$ cat src/rtl/drone_rx_line_deframer.sv
// Receive-side line deframer: hunts for AA 55 sync in the radio byte stream,
// latches the line number, forwards payload bytes to the frame buffer and
// checks the trailing XOR checksum.
//
// state  | meaning
// -------+---------------------------------------------------------------
// HUNT   | idle, waiting for the first sync byte 0xAA
// SYNC1  | 0xAA seen, expecting 0x55 (a repeated 0xAA keeps the hunt alive)
// LINE_H | expecting the line number high byte
// LINE_L | expecting the line number low byte
// DATA   | receiving payload bytes, one frame-buffer write per byte
// CHECK  | expecting the checksum byte, reports line result
module drone_rx_line_deframer #(
    parameter int PAYLOAD   = 64,
    parameter int MAX_LINES = 480,
    parameter int ADDR_W    = 15,
    parameter int TIMEOUT   = 1024
) (
    input  logic              sys_clock,
    input  logic              rstn,
    input  logic              rx_valid,
    input  logic [7:0]        rx_data,
    output logic              wr_en,
    output logic [ADDR_W-1:0] wr_addr,
    output logic [7:0]        wr_data,
    output logic              line_done,
    output logic              line_ok,
    output logic [15:0]       line_num,
    output logic              frame_start,
    output logic [15:0]       err_cnt
);

    localparam int IDX_W = $clog2(PAYLOAD);
    localparam int TMO_W = $clog2(TIMEOUT + 1);

    typedef enum logic [2:0] {
        HUNT,
        SYNC1,
        LINE_H,
        LINE_L,
        DATA,
        CHECK
    } state_t;

    state_t            state_q;
    logic [7:0]        line_h_q;
    logic [7:0]        csum_q;
    logic [IDX_W-1:0]  idx_q;
    logic [ADDR_W-1:0] base_q;
    logic              in_range_q;
    logic [TMO_W-1:0]  tmo_q;

    logic              wr_en_q;
    logic [ADDR_W-1:0] wr_addr_q;
    logic [7:0]        wr_data_q;
    logic              line_done_q;
    logic              line_ok_q;
    logic [15:0]       line_num_q;
    logic              frame_start_q;
    logic [15:0]       err_cnt_q;

    logic [15:0]       line_d;
    logic [31:0]       base_full_d;
    logic [ADDR_W-1:0] base_d;
    logic              in_range_d;
    logic              csum_ok_d;
    logic [15:0]       err_cnt_d;

    // Line base address, range check, checksum compare and saturated error increment.
    always_comb begin
        line_d      = {line_h_q, rx_data};
        base_full_d = 32'(line_d) * 32'(PAYLOAD);
        base_d      = base_full_d[ADDR_W-1:0];
        in_range_d  = 32'(line_d) < 32'(MAX_LINES);
        csum_ok_d   = in_range_q && (rx_data == csum_q);
        err_cnt_d   = (err_cnt_q == 16'hFFFF) ? err_cnt_q : err_cnt_q + 16'd1;
    end

    // Packet FSM with idle timeout; all outputs registered.
    always_ff @(posedge sys_clock or negedge rstn) begin
        if (!rstn) begin
            state_q       <= HUNT;
            line_h_q      <= '0;
            csum_q        <= '0;
            idx_q         <= '0;
            base_q        <= '0;
            in_range_q    <= 1'b0;
            tmo_q         <= '0;
            wr_en_q       <= 1'b0;
            wr_addr_q     <= '0;
            wr_data_q     <= '0;
            line_done_q   <= 1'b0;
            line_ok_q     <= 1'b0;
            line_num_q    <= '0;
            frame_start_q <= 1'b0;
            err_cnt_q     <= '0;
        end else begin
            wr_en_q       <= 1'b0;
            line_done_q   <= 1'b0;
            line_ok_q     <= 1'b0;
            frame_start_q <= 1'b0;
            if (state_q != HUNT && !rx_valid) begin
                // Abandon the packet silently (no line_done) after TIMEOUT idle cycles.
                if (tmo_q == TMO_W'(TIMEOUT - 1)) begin
                    state_q   <= HUNT;
                    tmo_q     <= '0;
                    err_cnt_q <= err_cnt_d;
                end else begin
                    tmo_q <= tmo_q + 1'b1;
                end
            end else if (rx_valid) begin
                tmo_q <= '0;
                case (state_q)
                    HUNT: begin
                        if (rx_data == 8'hAA) state_q <= SYNC1;
                    end
                    SYNC1: begin
                        if (rx_data == 8'h55)      state_q <= LINE_H;
                        else if (rx_data != 8'hAA) state_q <= HUNT;
                    end
                    LINE_H: begin
                        line_h_q <= rx_data;
                        csum_q   <= rx_data;
                        state_q  <= LINE_L;
                    end
                    LINE_L: begin
                        line_num_q <= line_d;
                        base_q     <= base_d;
                        in_range_q <= in_range_d;
                        csum_q     <= csum_q ^ rx_data;
                        idx_q      <= '0;
                        state_q    <= DATA;
                    end
                    DATA: begin
                        // Writes go out before the checksum is known; only out-of-range lines are suppressed.
                        wr_en_q   <= in_range_q;
                        wr_addr_q <= base_q + ADDR_W'(idx_q);
                        wr_data_q <= rx_data;
                        csum_q    <= csum_q ^ rx_data;
                        idx_q     <= idx_q + 1'b1;
                        if (idx_q == IDX_W'(PAYLOAD - 1)) state_q <= CHECK;
                    end
                    CHECK: begin
                        line_done_q   <= 1'b1;
                        line_ok_q     <= csum_ok_d;
                        frame_start_q <= csum_ok_d && (line_num_q == 16'd0);
                        if (!csum_ok_d) err_cnt_q <= err_cnt_d;
                        state_q <= HUNT;
                    end
                    default: state_q <= HUNT;
                endcase
            end
        end
    end

    assign wr_en       = wr_en_q;
    assign wr_addr     = wr_addr_q;
    assign wr_data     = wr_data_q;
    assign line_done   = line_done_q;
    assign line_ok     = line_ok_q;
    assign line_num    = line_num_q;
    assign frame_start = frame_start_q;
    assign err_cnt     = err_cnt_q;

endmodule

$ cat config.mk
export PLATFORM = sky130hd
export DESIGN_NAME = drone_rx_line_deframer
export DESIGN_NICKNAME = d
export VERILOG_FILES = /design/src/rtl/drone_rx_line_deframer.sv
export SDC_FILE = /design/constraint.sdc
export NUM_CORES = 1
export LEC_CHECK = 0
export CAP_MARGIN = 0
export CORE_MARGIN = 1
export CORE_UTILIZATION = 58
export DETAILED_ROUTE_END_ITERATION = 8
export HOLD_SLACK_MARGIN = 0.06
export PLACE_DENSITY = 0.85
export SYNTH_ARGS = -nofsm -noshare
export SYNTH_HDL_FRONTEND = slang
export SYNTH_SLANG_ARGS = --single-unit
$ cat constraint.sdc
create_clock -name sys_clock -period 4.8 [get_ports sys_clock]
set_clock_uncertainty 0.1 [all_clocks]
set_input_delay 0.96 -clock sys_clock [delete_from_list [all_inputs] [get_ports sys_clock]]
set_output_delay 0.96 -clock sys_clock [all_outputs]
set_load 0.05 [all_outputs]
After elaboration in Yosys (flattened, before gate mapping)

Index checks and enable logic that the tools add are counted.

Register bits: 105
Output and inout bits: 59
Logic and storage cells: 89

Add/sub/neg operators: 4
$lt $le $gt $ge: 1
Eq/ne operators: 17
Multiplexer cells: 31
Bitwise logic cells: 2
Reductions and logical operators: 19

Operators by type and width:

| cell                                                   | count |
|---|---|
| two-way mux 16 bit                                     | 6 |
| two-way mux 11 bit                                     | 3 |
| two-way mux 3 bit                                      | 7 |
| adder 16 x 1 -> 16 bit (second input constant)         | 1 |
| equality test 16 bit (second input constant)           | 1 |
| logical NOT 16 bit                                     | 1 |
| < comparator 16 x 9 -> 1 bit (second input constant)   | 1 |
| one-hot mux 8 bit (2 select lines)                     | 1 |
| adder 15 x 6 -> 15 bit                                 | 1 |
| one-hot mux 3 bit (5 select lines)                     | 1 |
| AND reduction 3 bit                                    | 5 |
| two-way mux 1 bit                                      | 12 |
| one-hot mux 6 bit (2 select lines)                     | 1 |
| adder 11 x 1 -> 11 bit (second input constant)         | 1 |
| equality test 11 x 10 -> 1 bit (second input constant) | 1 |
| equality test 8 x 7 -> 1 bit (second input constant)   | 1 |
| equality test 8 bit                                    | 1 |
| equality test 8 bit (second input constant)            | 1 |
| != test 8 bit (second input constant)                  | 1 |
| nonzero test 2 bit                                     | 4 |
| bitwise XOR 8 bit                                      | 1 |
| adder 6 x 1 -> 6 bit (second input constant)           | 1 |
| equality test 3 x 2 -> 1 bit (second input constant)   | 2 |
| equality test 3 bit (second input constant)            | 2 |
| 13 further kinds                                       | 17 |

Logic depth before layout (Yosys ltp)

Word-level depth: 6
Depth in mapped cells: 8
Gate-level depth less buffers: 6

Least setup slack after synthesis

Ideal clock, no wire load.

Kind: in2reg
From: input rx_data[0]
To: register state_q[0]
Arrival: 2.391 ns
Slack: 2.184 ns
Cell stages on the path: 6
Path buffers: 1
Cell sequence: buf_2 -> nor4bb_1 -> nand4_1 -> mux2_2 -> nor4_4 -> mux2_2

Word-level cells in the longest chain between the ends: 5
Elaborated cells on any way between the ends: 10
Classes of those cells: eq/ne (5); mux (4); reduce/logical (1)

RTL lines:

| what                               | RTL line | text |
|---|---|---|
| from (decl)                        | 22       | `input logic [7:0] rx_data,` |
| equality test 8 x 7 -> 1 bit       | 118      | `if (rx_data == 8'h55) state_q <= LINE_H;` |
| two-way mux 3 bit                  | 118      |  |
| one-hot mux 3 bit (5 select lines) | 113      | `case (state_q)` |
| two-way mux 3 bit                  | 111      | `end else if (rx_valid) begin` |
| two-way mux 3 bit                  | 102      | `if (state_q != HUNT && !rx_valid) begin` |
| to (signal assigned)               | 115      | `if (rx_data == 8'hAA) state_q <= SYNC1;` |
| to (signal assigned)               | 118      |  |
| to (signal assigned)               | 119      | `else if (rx_data != 8'hAA) state_q <= HUNT;` |
| to (decl)                          | 45       | `state_t state_q;` |

Several ways; a longest one is shown, not always the timed one. The select of a mux whose other input is x is not followed.
A chain may end at the register's enable or synchronous reset.

Final worst setup path

From: input rx_data[7]
To: register err_cnt_q[1], in the netlist err_cnt[1]

Word-level cells in the longest chain between the ends: 4

RTL lines:

| what                                    | RTL line | text |
|---|---|---|
| equality test 8 bit                     | 75       | `csum_ok_d = in_range_q && (rx_data == csum_q);` |
| logical AND 1 bit                       | 75       |  |
| != test 2 x 1 -> 1 bit (no source line) | n/a      |  |
| AND reduction 4 bit (no source line)    | n/a      |  |
| to (signal assigned)                    | 107      | `err_cnt_q <= err_cnt_d;` |
| to (signal assigned)                    | 147      | `if (!csum_ok_d) err_cnt_q <= err_cnt_d;` |
| to (decl)                               | 60       | `logic [15:0] err_cnt_q;` |

Every way passes these cells.

==> flow_summary_export.csv <==
group,metric,value,unit
synth,synth_ff_type,"dfrtp_1",
sta,setup_slack,1.290,ns
routing,totalWireLength,10660,um
synth,ys_seq_area_share,51.42,%
outcome,status,"finished clean",
place,hpwl,7195,um
job,cap_violations,0,
cts,numCtsBuffers,9,
synth,syn-num-nets,475,
setup_path,reg2reg_from,"state_q[1]",
setup_path,r2r_setup_slack,2.09,ns
power,combPwrFrac,31.8,%
setup_path,cpLargestDelayFamily,"simple AND/OR/NAND/NOR gates",
setup_path,cp-end-kind,"flip-flop",
synth,ys_ff_latch,96,
synth,synthAdderAreaFrac,0.8034,%
sta,rsz0062_at_grt,"no",
synth,synth_top_family_by_area,"simple AND/OR/NAND/NOR gates",
global_route,grt_max_degree,72,
cts,clk_latency,0.36,ns
routing,wl_per_cell,17.12,um
sta,clock.fmax,284.9,MHz
synth,syn_area_per_cell,10.13,sq um
power,ir_drop,0.0003659,V
cts,cts_tree,"yes",
routing,wl_met3,517,um
setup_path,path_buf_inv,1,
final_layout,fin_cells,623,
routing,postRouteAntennaNets,0,
floorplanning,start_util,60.15,%
final_layout,multiInputGateArea,2098,sq um
power,p_sw_share,38.73,%
power,leakagePower,2.555,nW
setup_path,crit_chain,"clkdlybuf4s50_1, xor2_1, nor4_1, nand4_1, a21oi_2, nor2_1, mux2_1",
setup_path,cp_data_arrival_time,3.64,ns
final_layout,final_area,5579,sq um
global_route,grt_overflow_total,0,
routing,dr_wl_met2,5260,um
sta,tightest_slew,0.8919,ns
routing,avgViaCountPerCell,6.034,
synth,synth_cell_type_count,50,
setup_path,crit_path_end,"err_cnt[1]",
sta,fin_tns_setup,0,ns
floorplanning,die_h,91.75,um
final_layout,layout_commonest_cell,"dfrtp_1",
sta,whs,0.3781,ns
routing,dr.pass1.iters,4,
final_layout,seq_area,2402,sq um
setup_path,r2r-end,"err_cnt[1]",
setup_path,max_stage_delay,0.65,ns
sta,slew_headroom,40.54,%
final_layout,fillers,571,
global_route,grt_usage,26.47,%
setup_path,worstPathMaxFanout,15,
floorplanning,coreArea,7767,sq um
synth,synth_compound_area_share,11.41,%
synth,synthArstFlopShare,100.0,%
power,seqPwrFrac,45.4,%
synth,synthMuxAreaShare,6.508,%
final_layout,diodes,0,
routing,num_vias,3759,
cts,cts_resized,0,
synth,mappedNetlistArea,4672,sq um
power,power.total,2.278,mW
floorplanning,dieArea,8418,sq um
final_layout,synthToLayoutAreaGrowth,19.42,%
global_route,grt_pass1_vias,3631,
setup_path,ff2ff_path_depth,6,
final_layout,final_util,71.83,%
setup_path,cp.depth,7,
synth,synth-edff-count,0,
sta,hold_viol_final,0,
place,place_worst_setup_slack,0.9801,ns
routing,wl_met1,4633,um
final_layout,layout.nets,530,
setup_path,crit_type,"input pin to flip-flop",
power,p_clk_share,22.9,%
sta,setup_viol,0,
final_layout,drive_gt1_share,12.86,%
cts,ctsHoldBuffers,0,
place,port_buffers,69,
setup_path,slowest_stage,"a21oi_2",
sta,maxSlewViolCount,0,
synth,yosysWarnings,0,
place,placed_cell_area,5380,sq um
sta,finalCritPeriodShare,73.12,%
setup_path,worstPathRequired,4.93,ns
floorplanning,ios,70,
cts,cts_setup_buffers,0,
floorplanning,std_cell_rows,32,
place,gp_congestion,0.8230,
floorplanning,fp.dieW,91.75,um
cts,cts_max_level,3,
global_route,antenna_found_initial,0,
power,internal_power,1.396,mW
synth,syn_inst,461,
routing,drcViolationCount,0,
setup_path,startpoint,"rx_data[7]",
cts,cts_sinks,96,
worst_hold_path,hp-class,"flip-flop to flip-flop",
sta,fin_crit,3.510,ns
synth,synth_xor_area_share,5.062,%
global_route,grt_pass1_wl,17570,um
power,power.density,408.4,nW/um^2
cts,clkTransAtPathRegs,0.10,ns
routing,first_iter_violations,321,
routing,top_layer_used,"met4",
place,placed_cells,607,
setup_path,start_kind,"input pin",
final_layout,final_cell_mix,"dfrtp_1, nand2_1, clkdlybuf4s50_1, mux2_2",
cts,cts_root_buf,"clkbuf_8",
power,power.switching,0.8824,mW
cts,cts.path.max_buffers,2,
synth,synth_simple_gate_area_share,20.94,%
==> layout make-up <==
type | count | area share [%]
Clock inverter | 4 | 0.6055
Clock buffer | 12 | 2.960
Sequential cell | 96 | 43.06
Timing Repair Buffer | 74 | 13.01
Multi-Input combinational cell | 328 | 37.61
Inverter | 7 | 0.4710
Tap cell | 102 | 2.288
==> routing by layer <==
layer / track usage, % / up-vias
li1: - / 1760
met5: 0 / -
met1: 35.76 / 1842
met4: 10.16 / 0
met3: 3.648 / 29
met2: 43.67 / 128
==> cell families after synthesis <==
logic type	Yosys count
and+or+nand+nor	191
adders and majority gates	3
buffers and inverters	37
DFF	96
xor gates and xnor gates	27
muxes	27
AOI/OAI and AO/OA	80
==> tightest hold or removal path, cell delays in order, from the launching register on <==
cell,delay (ns)
dfrtp_1,0.35
nand2_1,0.05
nand2_1,0.05
==> Yosys cell counts, drive strengths merged, types with 2 or more instances <==
cell    number  area share [%]
dfrtp       96              51
nand2       92             7.4
mux2        27             6.5
nand3       25             2.9
o22ai       24             3.2
xor2        23             4.3
o21ai       19             2.1
clkbuf      16             1.5
buf         14             1.8
nor2        14             1.2
nor4        14             2.9
nor3        13             1.6
nand4       12             1.6
a21oi       11             1.3
a22o        10             1.9
a211oi       9             1.4
and3         7             1.1
inv          7            0.56
xnor2        4            0.75
ha           3            0.80
o31ai        3            0.78
a31oi        2            0.27
and2         2            0.29
nor2b        2            0.27
nor4b        2            0.38
or2          2            0.27
==> worst min-delay path by stage <==
stage	endpoint	slack (ns)	start	depth (start not counted)
after floorplan	tmo_q[9]	0.35	tmo_q[9]	1
after global placement	wr_addr[14]	0.36	wr_addr[14]	2
after detailed placement	wr_addr[2]	0.36	wr_addr[2]	2
after CTS	wr_data[4]	0.39	wr_data[4]	2
after global routing	wr_addr[13]	0.41	wr_addr[13]	2
final	wr_addr[2]	0.38	wr_addr[2]	2
==> registers in the layout, summed over array words and instances, names as in the netlist <==
name	flops
line_h_q	8
tmo_q	11
line_done	1
in_range_q	1
idx_q	6
err_cnt	16
wr_en	1
wr_data	8
line_ok	1
wr_addr	15
frame_start	1
state_q	3
line_num	16
csum_q	8
==> power groups by stage <==
stage	Clock, mW	Sequential [mW]	Combinational (mW)
after floorplan	0	1.24	0.295
after global placement	0	1.04	0.706
after detailed placement	0	1.05	0.723
after CTS	0.528	1.03	0.726
after global routing	0.561	1.05	0.770
final	0.521	1.03	0.723
No activity file was read; power rests on OpenSTA's default activity.
